$ cat config.mk
export PLATFORM = sky130hd
export DESIGN_NAME = dmem_arbiter
export DESIGN_NICKNAME = d
export VERILOG_FILES = /design/src/rtl/dmem_arbiter_pkg.sv /design/src/rtl/dmem_arbiter_starve_ctr.sv /design/src/rtl/dmem_arbiter.sv
export SDC_FILE = /design/constraint.sdc
export NUM_CORES = 1
export LEC_CHECK = 0
export ABC_AREA = 1
export BUFFER_PORTS_ARGS = -buffer_cell sky130_fd_sc_hd__buf_2
export CORE_AREA = 4 4 97 99
export DETAILED_ROUTE_END_ITERATION = 10
export DIE_AREA = 0 0 101 103
export SLEW_MARGIN = 25
export SYNTH_ARGS = -nofsm -noshare
export SYNTH_HDL_FRONTEND = slang
export SYNTH_SLANG_ARGS = --single-unit
$ cat constraint.sdc
create_clock -name clk -period 2.35 [get_ports clk]
set_clock_uncertainty 0.2 [all_clocks]
set_input_delay 0.47 -clock clk [delete_from_list [all_inputs] [get_ports clk]]
set_output_delay 0.47 -clock clk [all_outputs]
set_load 0.03 [all_outputs]
$ cat src/rtl/dmem_arbiter_pkg.sv
// dmem_arbiter_pkg
// Shared constants and types for the data-memory arbiter slice.
//   XLEN / ADDR_W / STARVE_MAX : default widths and starvation limit
//   PORT_CPU / PORT_DMA        : requester ids used by the read tracker
//   arb_state_t                : NORMAL / FORCE starvation FSM encodings
package dmem_arbiter_pkg;

  localparam int XLEN       = 32;
  localparam int ADDR_W     = 14;
  localparam int STARVE_MAX = 4;

  typedef logic [0:0] port_id_t;

  localparam port_id_t PORT_CPU = 1'b0;
  localparam port_id_t PORT_DMA = 1'b1;

  typedef enum logic {
    ARB_NORMAL = 1'b0,
    ARB_FORCE  = 1'b1
  } arb_state_t;

  // Counter width able to hold 0..STARVE_MAX with headroom for saturation.
  function automatic int starve_cnt_width(input int max_cycles);
    return $clog2(max_cycles) + 1;
  endfunction

endpackage

$ cat src/rtl/dmem_arbiter_starve_ctr.sv
// arb_starve_ctr
// Starvation guard for the DMA requester. Counts consecutive cycles in which
// requester 1 asks but is denied; once the limit is hit, the FSM enters FORCE
// so that requester 1 wins the next arbitration it participates in.
//   clk, rst : clock, asynchronous active-high reset
//   req1     : requester 1 request
//   gnt1     : requester 1 grant (from the top-level grant mux)
//   starved  : FORCE state active, requester 1 takes priority
module arb_starve_ctr #(
  parameter int STARVE_MAX = dmem_arbiter_pkg::STARVE_MAX
) (
  input  logic clk,
  input  logic rst,
  input  logic req1,
  input  logic gnt1,
  output logic starved
);

  import dmem_arbiter_pkg::arb_state_t;
  import dmem_arbiter_pkg::ARB_NORMAL;
  import dmem_arbiter_pkg::ARB_FORCE;
  import dmem_arbiter_pkg::starve_cnt_width;

  localparam int CNT_W = starve_cnt_width(STARVE_MAX);
  localparam logic [CNT_W-1:0] CNT_LAST = CNT_W'(STARVE_MAX - 1);
  localparam logic [CNT_W-1:0] CNT_SAT  = '1;

  arb_state_t       state, state_nxt;
  logic [CNT_W-1:0] starve_cnt, starve_cnt_nxt;

  // State and counter registers; reset drops straight back to NORMAL with an
  // empty counter so a half-built starvation history never survives reset.
  always_ff @(posedge clk or posedge rst) begin
    if (rst) begin
      state      <= ARB_NORMAL;
      starve_cnt <= '0;
    end else begin
      state      <= state_nxt;
      starve_cnt <= starve_cnt_nxt;
    end
  end

  // In NORMAL, each denial while requesting bumps the counter and the denial
  // seen with the counter already at the last slot tips us into FORCE. FORCE
  // lasts exactly one cycle: either requester 1 is granted (the grant mux
  // guarantees it while starved is high) or it has withdrawn, and both cases
  // restart the history from zero.
  always_comb begin
    state_nxt      = state;
    starve_cnt_nxt = starve_cnt;
    if (state == ARB_NORMAL) begin
      if (req1 && !gnt1) begin
        if (starve_cnt >= CNT_LAST) begin
          state_nxt = ARB_FORCE;
        end else if (starve_cnt != CNT_SAT) begin
          starve_cnt_nxt = starve_cnt + 1'b1;
        end
      end else begin
        starve_cnt_nxt = '0;
      end
    end else begin
      state_nxt      = ARB_NORMAL;
      starve_cnt_nxt = '0;
    end
  end

  assign starved = (state == ARB_FORCE);

endmodule

$ cat src/rtl/dmem_arbiter.sv
// dmem_arbiter
// Shares the single dmem BRAM port between the CPU memory stage (port 0) and
// the DMA/loader engine (port 1). Port 0 normally wins; a starvation guard
// forces a port 1 win after STARVE_MAX consecutive denials. Read results come
// back one cycle after the grant and are flagged to the issuing requester.
//   clk, rst                  : clock, asynchronous active-high reset
//   reqN/addrN/wdataN/weaN    : requester N access (wea==0 is a read)
//   gntN                      : requester N accepted this cycle
//   rvalidN/rdataN            : requester N read return
//   mem_en/addr/din/wea       : BRAM port drive
//   mem_dout                  : BRAM read data, one cycle after a read
//   starved                   : FORCE priority active for requester 1
module dmem_arbiter #(
  parameter int XLEN       = dmem_arbiter_pkg::XLEN,
  parameter int ADDR_W     = dmem_arbiter_pkg::ADDR_W,
  parameter int STARVE_MAX = dmem_arbiter_pkg::STARVE_MAX
) (
  input  logic              clk,
  input  logic              rst,
  input  logic              req0,
  input  logic [ADDR_W-1:0] addr0,
  input  logic [XLEN-1:0]   wdata0,
  input  logic [3:0]        wea0,
  output logic              gnt0,
  output logic              rvalid0,
  output logic [XLEN-1:0]   rdata0,
  input  logic              req1,
  input  logic [ADDR_W-1:0] addr1,
  input  logic [XLEN-1:0]   wdata1,
  input  logic [3:0]        wea1,
  output logic              gnt1,
  output logic              rvalid1,
  output logic [XLEN-1:0]   rdata1,
  output logic              mem_en,
  output logic [ADDR_W-1:0] mem_addr,
  output logic [XLEN-1:0]   mem_din,
  output logic [3:0]        mem_wea,
  input  logic [XLEN-1:0]   mem_dout,
  output logic              starved
);

  import dmem_arbiter_pkg::port_id_t;
  import dmem_arbiter_pkg::PORT_CPU;
  import dmem_arbiter_pkg::PORT_DMA;

  logic     any_gnt;
  logic     rd_grant;
  port_id_t win_id;
  logic [3:0] win_wea;
  logic     rd_pending;
  port_id_t rd_owner;

  arb_starve_ctr #(
    .STARVE_MAX (STARVE_MAX)
  ) u_starve (
    .clk     (clk),
    .rst     (rst),
    .req1    (req1),
    .gnt1    (gnt1),
    .starved (starved)
  );

  // Grant and BRAM drive. Port 1 wins when it asks and either port 0 is idle
  // or the starvation guard is in FORCE. Grants are held off while rst is
  // high so the BRAM never sees an enable during reset.
  always_comb begin
    gnt1     = !rst && req1 && (starved || !req0);
    gnt0     = !rst && req0 && !gnt1;
    any_gnt  = gnt0 || gnt1;
    win_id   = gnt1 ? PORT_DMA : PORT_CPU;
    win_wea  = gnt1 ? wea1 : wea0;
    rd_grant = any_gnt && (win_wea == 4'b0000);
    mem_en   = any_gnt;
    mem_addr = gnt1 ? addr1 : addr0;
    mem_din  = gnt1 ? wdata1 : wdata0;
    mem_wea  = any_gnt ? win_wea : 4'b0000;
  end

  // Read tracker: remember that the BRAM will present data next cycle and who
  // asked for it. Only one read can be outstanding since latency is one cycle
  // and the owner is overwritten on every granted read.
  always_ff @(posedge clk or posedge rst) begin
    if (rst) begin
      rd_pending <= 1'b0;
      rd_owner   <= PORT_CPU;
    end else begin
      rd_pending <= rd_grant;
      if (rd_grant) begin
        rd_owner <= win_id;
      end
    end
  end

  assign rvalid0 = rd_pending && (rd_owner == PORT_CPU);
  assign rvalid1 = rd_pending && (rd_owner == PORT_DMA);
  assign rdata0  = mem_dout;
  assign rdata1  = mem_dout;

endmodule
# After elaboration in Yosys (flattened, before gate mapping)
# Cells that the tools add are included.
[totals]
ff_bits = 6
latch_bits = 0
ram_bits = 0
mem_bits_ro = 0
input_bits = 136
out_inout_bits = 120
elab_cells = 37
n_memories = 0
[op_classes]
n_addsub = 1
n_mul = 0
div = 0
order_cmp = 1
eq_ne = 3
shift = 0
mux = 12
bitwise_logic = 1
n_reduce_logical = 15
[op_table]
columns = ["op", "n"]
rows = [
  ["$mux W32", 1],
  ["$mux W14", 1],
  ["$mux W3", 4],
  ["$logic_and A1 B1 Y1", 8],
  ["$mux W4", 2],
  ["$ne A3 B2 Y1 const B", 2],
  ["$logic_not A4 Y1", 1],
  ["$mux W1", 4],
  ["$add A3 B1 Y3 const B", 1],
  ["$ge A3 B2 Y1 const B", 1],
  ["$logic_not A1 Y1", 3],
  ["$ne A3 B3 Y1 const B", 1],
  ["$logic_or A1 B1 Y1", 2],
  ["$reduce_and A2 Y1", 1],
  ["$not A1 Y1", 1],
]

# Logic depth before layout (Yosys ltp)
# Gate-level depths: netlist (run 1).
[logic_depth]
depth_word = 7
depth_mapped = 10
depth_no_buf = 9

# Hierarchy
# A second synthesis (run 1) with hierarchy kept.
[unflattened]
cells_unflattened = 283
hier_area_um2 = 1565.3
[by_module_without_submodules]
columns = ["module", "n_inst", "cells_each", "area_per_inst_um2", "seq_area_each_um2"]
rows = [
  ["dmem_arbiter", 1, 252, 1311.3, 50.0],
  ["arb_starve_ctr", 1, 31, 254.0, 100.1],
]

# Worst setup path before layout (run 1)
# No wires, ideal clock.
[synth_timing]
path_kind = "register to output"
startpoint = "register u_starve.state, in the netlist u_starve.starved"
endpoint = "output gnt0"
t_arrival_ns = 1.456
t_required_ns = 1.680
setup_slack_ns = 0.224
stages_incl_launch_ff = 7
n_path_buf = 1
path_cell_list = "dfrtp_1 inv_1 nand2_2 nand2_2 inv_2 buf_2 nor2_1"
[synth_between]
elab_chain_len = 4
[synth_lines]
columns = ["element", "line_no", "text"]
rows = [
  ["start: declaration", "dmem_arbiter_starve_ctr.sv:28", "arb_state_t state, state_nxt;"],
  ["start signal: assignment", "dmem_arbiter_starve_ctr.sv:38", "state <= state_nxt;"],
  ["$logic_or A1 B1 Y1", "dmem_arbiter.sv:67", "gnt1 = !rst && req1 && (starved || !req0);"],
  ["$logic_and A1 B1 Y1", "dmem_arbiter.sv:67", ""],
  ["via gnt1", "dmem_arbiter.sv:31", "output logic gnt1,"],
  ["$logic_not A1 Y1", "dmem_arbiter.sv:68", "gnt0 = !rst && req0 && !gnt1;"],
  ["$logic_and A1 B1 Y1", "dmem_arbiter.sv:68", ""],
  ["end: declaration", "dmem_arbiter.sv:24", "output logic gnt0,"],
]
# The timed path passes the listed nets, and every way through them passes these cells.

# Final worst setup path (run 1)
[layout_timing]
startpoint = "register u_starve.state, in the netlist u_starve.starved"
endpoint = "output mem_addr[4]"
[layout_between]
elab_chain_len = 3
[layout_lines]
columns = ["element", "line_no", "text"]
rows = [
  ["$logic_or A1 B1 Y1", "dmem_arbiter.sv:67", ""],
  ["$logic_and A1 B1 Y1", "dmem_arbiter.sv:67", ""],
  ["$mux W14", "dmem_arbiter.sv:74", "mem_addr = gnt1 ? addr1 : addr0;"],
  ["end: declaration", "dmem_arbiter.sv:35", "output logic [ADDR_W-1:0] mem_addr,"],
]
# Every way passes these cells.

==> flow_summary.ini, run 1 <==
[run_status]
status = completed

[setup_path]
crit_type = register to output port
cp_slowest_cell = dfrtp_1
end_kind = output port
cp.depth = 8
path_common_cell = nand2_1
critPathLaunchType = register
cp_max_fo = 19
path_delay_family = buffers and inverters
crit_chain = inv_1 -> nand2_2 -> nand2_4 -> inv_2 -> buf_4 -> nand2_1 -> nand2_1 -> buf_2
cp_data_arrival_time_ps = 1520
ff2ff_path_depth = 8
max_stage_delay_ps = 340
cp_num_buf_inv = 4
required_ps = 1680

[timing]
period_needed_ps = 2190
fin_tns_setup_ps = 0
min_period_over_period_pct = 93.3
grt_setup_unrepaired = false
tightestPinTransition_ps = 251
finalHoldViolCount = 0
max_freq_mhz = 456
relSlewSlack_pct = 83.1
drv_slew = 0
finalSetupViolCount = 0

[floorplan]
num_io_pins = 256
die_area_mm2 = 0.0104
rows = 34
start_util_pct = 18.6
die_y_um = 103
die_w_um = 101
core_mm2 = 0.00855

[grt]
grt_pass1_wl_mm = 8.31
use_met3_pct = 1.62
met1_usage_pct = 12.8
grt_pass1_vias = 1761
gr-total-overflow = 0
antenna_found_initial = 0
use_met2_pct = 15.5
grt_max_degree = 32
top_usage_layer = met2
grt_use_total_pct = 9.81

[drt]
drt_iter0_markers = 54
route.detailed.drc = 0
drtPass1Iterations = 4
wl_per_cell_um = 11.7
drt.antenna.violating_nets = 0
wirelength_mm = 5.78
viasPerCell = 3.85
via_count = 1907

[synth]
yosysWarnings = 0
synth-seq-cells = 6
synthTopCellsByArea = nand2_1 38%, buf_4 31%, dfrtp_1 9.4%, buf_6 3.5%, inv_1 3.5%
synth_enable_flop_cells = 0
syn_area_mm2 = 0.00159
yosysTopAreaCellShare_pct = 37.7
syn_area_per_cell_um2 = 5.43
synthesis.nets = 432
ys_async_sr_fraction_pct = 100
yosysTopAreaCell = nand2_1
postSynthCellCount = 293
synth_cell_types = 19
ys.flop_type = dfrtp_1
synth.yosys.seq_area_share_pct = 9.43

[finish]
drive_above_1_share_pct = 46.0
layout.nets = 528
diodes = 0
seqCellArea_um2 = 150
layout.cells.non_filler = 495
syn_to_final_growth_pct = 31.1
multiInputGateArea_um2 = 811
fillers = 992

[clock_network]
clkLatencyLatePin_ps = 230
cts.sinks = 6
cts_made_buffers = 3
cts.path.max_buffers = 2
path_clk_slew_ps = 40
cts_tree = built
htreeDepth = 1
cts-root-buf = clkbuf_8
cts_hold_buf = 0

[min_path]
hp-class = input pin to asynchronous set/reset pin

[pwr]
leakage_nw = 1.43
combPwrFrac_pct = 68.9
p_seq_share_pct = 15.1
switching_power_mw = 0.509
sw_frac_of_total_pct = 51.6
p_per_area_mw_per_mm2 = 473
ir_drop_v = 0.000295
p_int_mw = 0.477
power_frac_clock_pct = 16.1

[place]
io_buffers = 159
routabilityCongestion = 0.742
numPlacedInstances = 492
hpwl_mm = 4.92

[flow_run]
cap_violations = 0
## tightest hold or removal path, stage by stage
cell	delay (ps)
buf_2	120
inv_1	60
buf_4	160
## routing by layer
metal / part of all wire (%) / up-vias
met5: 0 / -
met4: 4.1 / 0
met3: 8.5 / 35
met2: 46 / 79
met1: 41 / 800
li1: - / 993
## final cells by class
class	instances	share of cell area, %
tap	108	6.47
timing repair buffer	166	42.4
multi-input combinational	195	38.8
inverter	17	3.06
sequential	6	7.19
clock buffer	3	1.98
## cells by family after synthesis
family                     count (synthesis)  share of synthesized area (%)
buffers and inverters                     92                           39.9
AOI/OAI and AO/OA                          6                           1.89
adders and majority gates                  3                           2.36
DFF                                        6                           9.43
and+or+nand+nor                          186                           46.4
## power by group through the flow
stage	Combinational (mW)	Clock (mW)	Sequential, mW
after CTS	0.685	0.167	0.148
after global routing	0.759	0.166	0.154
after global placement	0.671	0	0.148
after floorplan	0.642	0	0.156
after detailed placement	0.682	0	0.149
final	0.680	0.159	0.149
## state kept, by name (all words and copies together), names as in the netlist
| signal | cells |
|---|---|
| u_starve.starved | 1 |
| rd_pending | 1 |
| u_starve.starve_cnt | 3 |
| rd_owner | 1 |
## cell usage in the layout, fill, tap and decap left out, types with 2 or more instances in the layout
cell / instances
a21oi_1: 3
buf_12: 3
buf_2: 159
buf_4: 4
clkbuf_8: 3
dfrtp_1: 6
ha_1: 3
inv_1: 15
inv_2: 2
nand2_1: 160
nand2_2: 2
nand2_4: 2
nand3_1: 7
nor2_1: 11
o21ai_0: 2
## path summary, 6_finish.rpt
kind                       slack [ps]                               start                            endpoint
hold reg to reg                   320                rd_owner$_DFFE_PP0P_                rd_owner$_DFFE_PP0P_
max in group asynchronous        1770                                 rst  u_starve.starve_cnt[0]$_DFFE_PP0P_
min in group clk                  320                rd_owner$_DFFE_PP0P_                rd_owner$_DFFE_PP0P_
hold / removal                     50                                 rst  u_starve.starve_cnt[2]$_DFFE_PP0P_
setup reg to reg                  440  u_starve.starve_cnt[0]$_DFFE_PP0P_  u_starve.starve_cnt[2]$_DFFE_PP0P_
setup / recovery                  160          u_starve.starved$_DFF_PP0_                         mem_addr[4]
## what timing repair did
action	4_1_cts	5_1_grt
endpoints found under the hold margin	0	0
setup buffers	0	0
setup endpoints to repair	0	1
gates resized for setup	0	1
## synth_stat cells, types with 2 or more instances
library cell	number
nand2_1	160
buf_4	66
inv_1	15
nor2_1	11
nand3_1	7
dfrtp_1	6
buf_6	5
buf_2	4
a21oi_1	3
ha_1	3
nand2_2	3
inv_2	2
o21ai_0	2
## stage by stage
stage / util, % / total power, mW / setup slack (ps) / hold slack (ps) / instance area [um^2]
finish: 24.4 / 0.987 / 157 / 53.6 / 2090
global route: 24.4 / 1.08 / 16.6 / 80.8 / 2090
CTS: 24.3 / 1.00 / 114 / 46.0 / 2080
detailed placement: 23.9 / 0.831 / 158 / 294 / 2040
global placement: 23.9 / 0.820 / 215 / 279 / 2040
floorplan: - / 0.799 / 224 / 74.9 / 1590
Note: power is estimated with default switching activity, not from simulation.
==> run 2, diff against run 1 <==
--- a/config.mk
+++ b/config.mk
@@ -7,9 +7,9 @@
 export LEC_CHECK = 0
 export ABC_AREA = 1
 export BUFFER_PORTS_ARGS = -buffer_cell sky130_fd_sc_hd__buf_2
-export CORE_AREA = 4 4 97 99
+export CORE_AREA = 2 2 100 102
 export DETAILED_ROUTE_END_ITERATION = 10
-export DIE_AREA = 0 0 101 103
+export DIE_AREA = 0 0 102 104
 export SLEW_MARGIN = 25
 export SYNTH_ARGS = -nofsm -noshare
 export SYNTH_HDL_FRONTEND = slang
==> run 2 against run 1 <==
Clock-buffer cell count is the same. Maximum frequency up 0.52%. Sequential power barely moved. Via count is 4.1% lower. Combinational power about the same. Die area is 2.0% higher. Hold slack worse by 4.4 ps. Non-clock buffer count unchanged. First-iteration DRC count rose by 13%. Global-route usage up 0.48 points. Design area grew 2.1%. Highest routed layer unchanged.
==> flow_summary.ini, run 2 (synthesis gave the netlist of run 1 again) <==
[drt]
route.detailed.drc = 0
viasPerCell = 3.52
wirelength_mm = 5.90
via_count = 1829
wl_per_cell_um = 11.3
drtPass1Iterations = 4
drt.antenna.violating_nets = 0
drt_iter0_markers = 61

[finish]
layout.nets = 528
layout.cells.non_filler = 520
final_cell_mix = 160 x nand2_1, 159 x buf_2, 15 x inv_1, 11 x nor2_1, 7 x nand3_1
syn_to_final_growth_pct = 33.9
final_common_cell = nand2_1
drive_above_1_share_pct = 46.0
largest_reg_flops = 3
top_register = u_starve.starve_cnt
diodes = 0

[pwr]
leakage_nw = 1.43
sw_frac_of_total_pct = 51.2
combPwrFrac_pct = 69.3
p_seq_share_pct = 15.1
p_int_mw = 0.479
power_frac_clock_pct = 15.6
ir_drop_v = 0.000318
p_per_area_mw_per_mm2 = 461
switching_power_mw = 0.503

[grt]
use_met2_pct = 17.7
antenna_found_initial = 0
met1_usage_pct = 12.8
grt_pass1_wl_mm = 8.71
grt_max_degree = 33
use_met3_pct = 1.41
top_usage_layer = met2
grt_use_total_pct = 10.3
grt_pass1_vias = 1666
gr-total-overflow = 0

[clock_network]
clkLatencyLatePin_ps = 220
cts_made_buffers = 3
cts_hold_buf = 0
path_clk_slew_ps = 40
cts_tree = built
htreeDepth = 1
cts-root-buf = clkbuf_8
cts.sinks = 6
cts.path.max_buffers = 2

[timing]
grt_setup_unrepaired = false
finalSetupViolCount = 0
max_freq_mhz = 458
finalHoldViolCount = 0
relSlewSlack_pct = 82.9
drv_slew = 0
tightestPinTransition_ps = 254
min_period_over_period_pct = 92.8
period_needed_ps = 2180
fin_tns_setup_ps = 0

[setup_path]
path_common_cell = nand2_4
r2r_slack_ps = 440
cp_data_arrival_time_ps = 1510
cp_max_fo = 32
end_kind = output port
crit_end = mem_wea[0]
critical_path.startpoint = u_starve.starved$_DFF_PP0_
cp_slowest_cell = dfrtp_1
crit_type = register to output port
path_delay_family = buffers and inverters
critPathLaunchType = register
ff2ff_path_depth = 8
cp.depth = 7
rr_endpoint = u_starve.starve_cnt[2]$_DFFE_PP0P_
reg2reg_from = u_starve.starve_cnt[0]$_DFFE_PP0P_
crit_chain = inv_1 -> nand2_2 -> nand2_4 -> buf_12 -> nand2_4 -> a21oi_1 -> buf_2
cp_num_buf_inv = 3
required_ps = 1680
max_stage_delay_ps = 370

[floorplan]
die_w_um = 102
start_util_pct = 16.7
core_mm2 = 0.00955
rows = 36
num_io_pins = 256
die_area_mm2 = 0.0106
die_y_um = 104

[place]
hpwl_mm = 5.07
io_buffers = 159
routabilityCongestion = 0.743
numPlacedInstances = 517

[run_status]
status = completed

[flow_run]
cap_violations = 0

[min_path]
hp-class = input pin to asynchronous set/reset pin
## run 2: cell counts in the layout (fill, tap and decap cells not counted)
No cell type changed its count.
## run 2: stage by stage
stage | power, mW | area, um^2 | util, % | hold WS, ps | worst slack, ps
3_5_place_dp | 0.839 | 2080 | 21.8 | 285 | 160
6_report | 0.982 | 2130 | 22.3 | 49.2 | 169
3_3_place_gp | 0.837 | 2080 | 21.8 | 286 | 159
5_1_grt | 1.07 | 2130 | 22.3 | 78.5 | 26.3
2_1_floorplan | 0.799 | 1590 | - | 74.9 | 224
4_1_cts | 0.995 | 2130 | 22.3 | 51.5 | 118
## run 2: metal layers
metal	vias up	part of all wire, %
li1	991	-
met1	735	42
met2	70	48
met3	33	6.6
met4	0	3.2
met5	-	0
## run 2: worst min path at each step
stage / start / to
6_report: rst / u_starve.starve_cnt[2]$_DFFE_PP0P_
3_5_place_dp: rst / rd_pending$_DFF_PP0_
2_1_floorplan: rst / rd_owner$_DFFE_PP0P_
3_3_place_gp: rst / u_starve.starve_cnt[0]$_DFFE_PP0P_
5_1_grt: rst / rd_pending$_DFF_PP0_
4_1_cts: rst / u_starve.starve_cnt[0]$_DFFE_PP0P_
## run 2: power groups by stage
stage / clock [mW] / sequential [mW] / combinational [mW]
2_1_floorplan: 0 / 0.156 / 0.642
6_report: 0.153 / 0.149 / 0.681
5_1_grt: 0.162 / 0.154 / 0.759
3_5_place_dp: 0 / 0.150 / 0.689
4_1_cts: 0.155 / 0.149 / 0.691
3_3_place_gp: 0 / 0.150 / 0.687
## run 2: tightest hold or removal path, cell delays in order
cell and delay [ps]:
buf_2 120, inv_1 60, buf_4 150
## run 2: layout make-up
| type | instances | area [um^2] |
|---|---|---|
| clock buffers | 3 | 41.3 |
| fillers | 1151 | 7420 |
| inverters | 17 | 63.8 |
| multi-input cells | 195 | 811 |
| flip-flops and latches | 6 | 150 |
| well taps | 133 | 166 |
| repair buffers | 166 | 898 |
## run 2: what timing repair did
action                     CTS  global route
buffers inserted             0             0
setup endpoints to repair    0             1
resized for setup            0             1
hold endpoints to repair     0             0
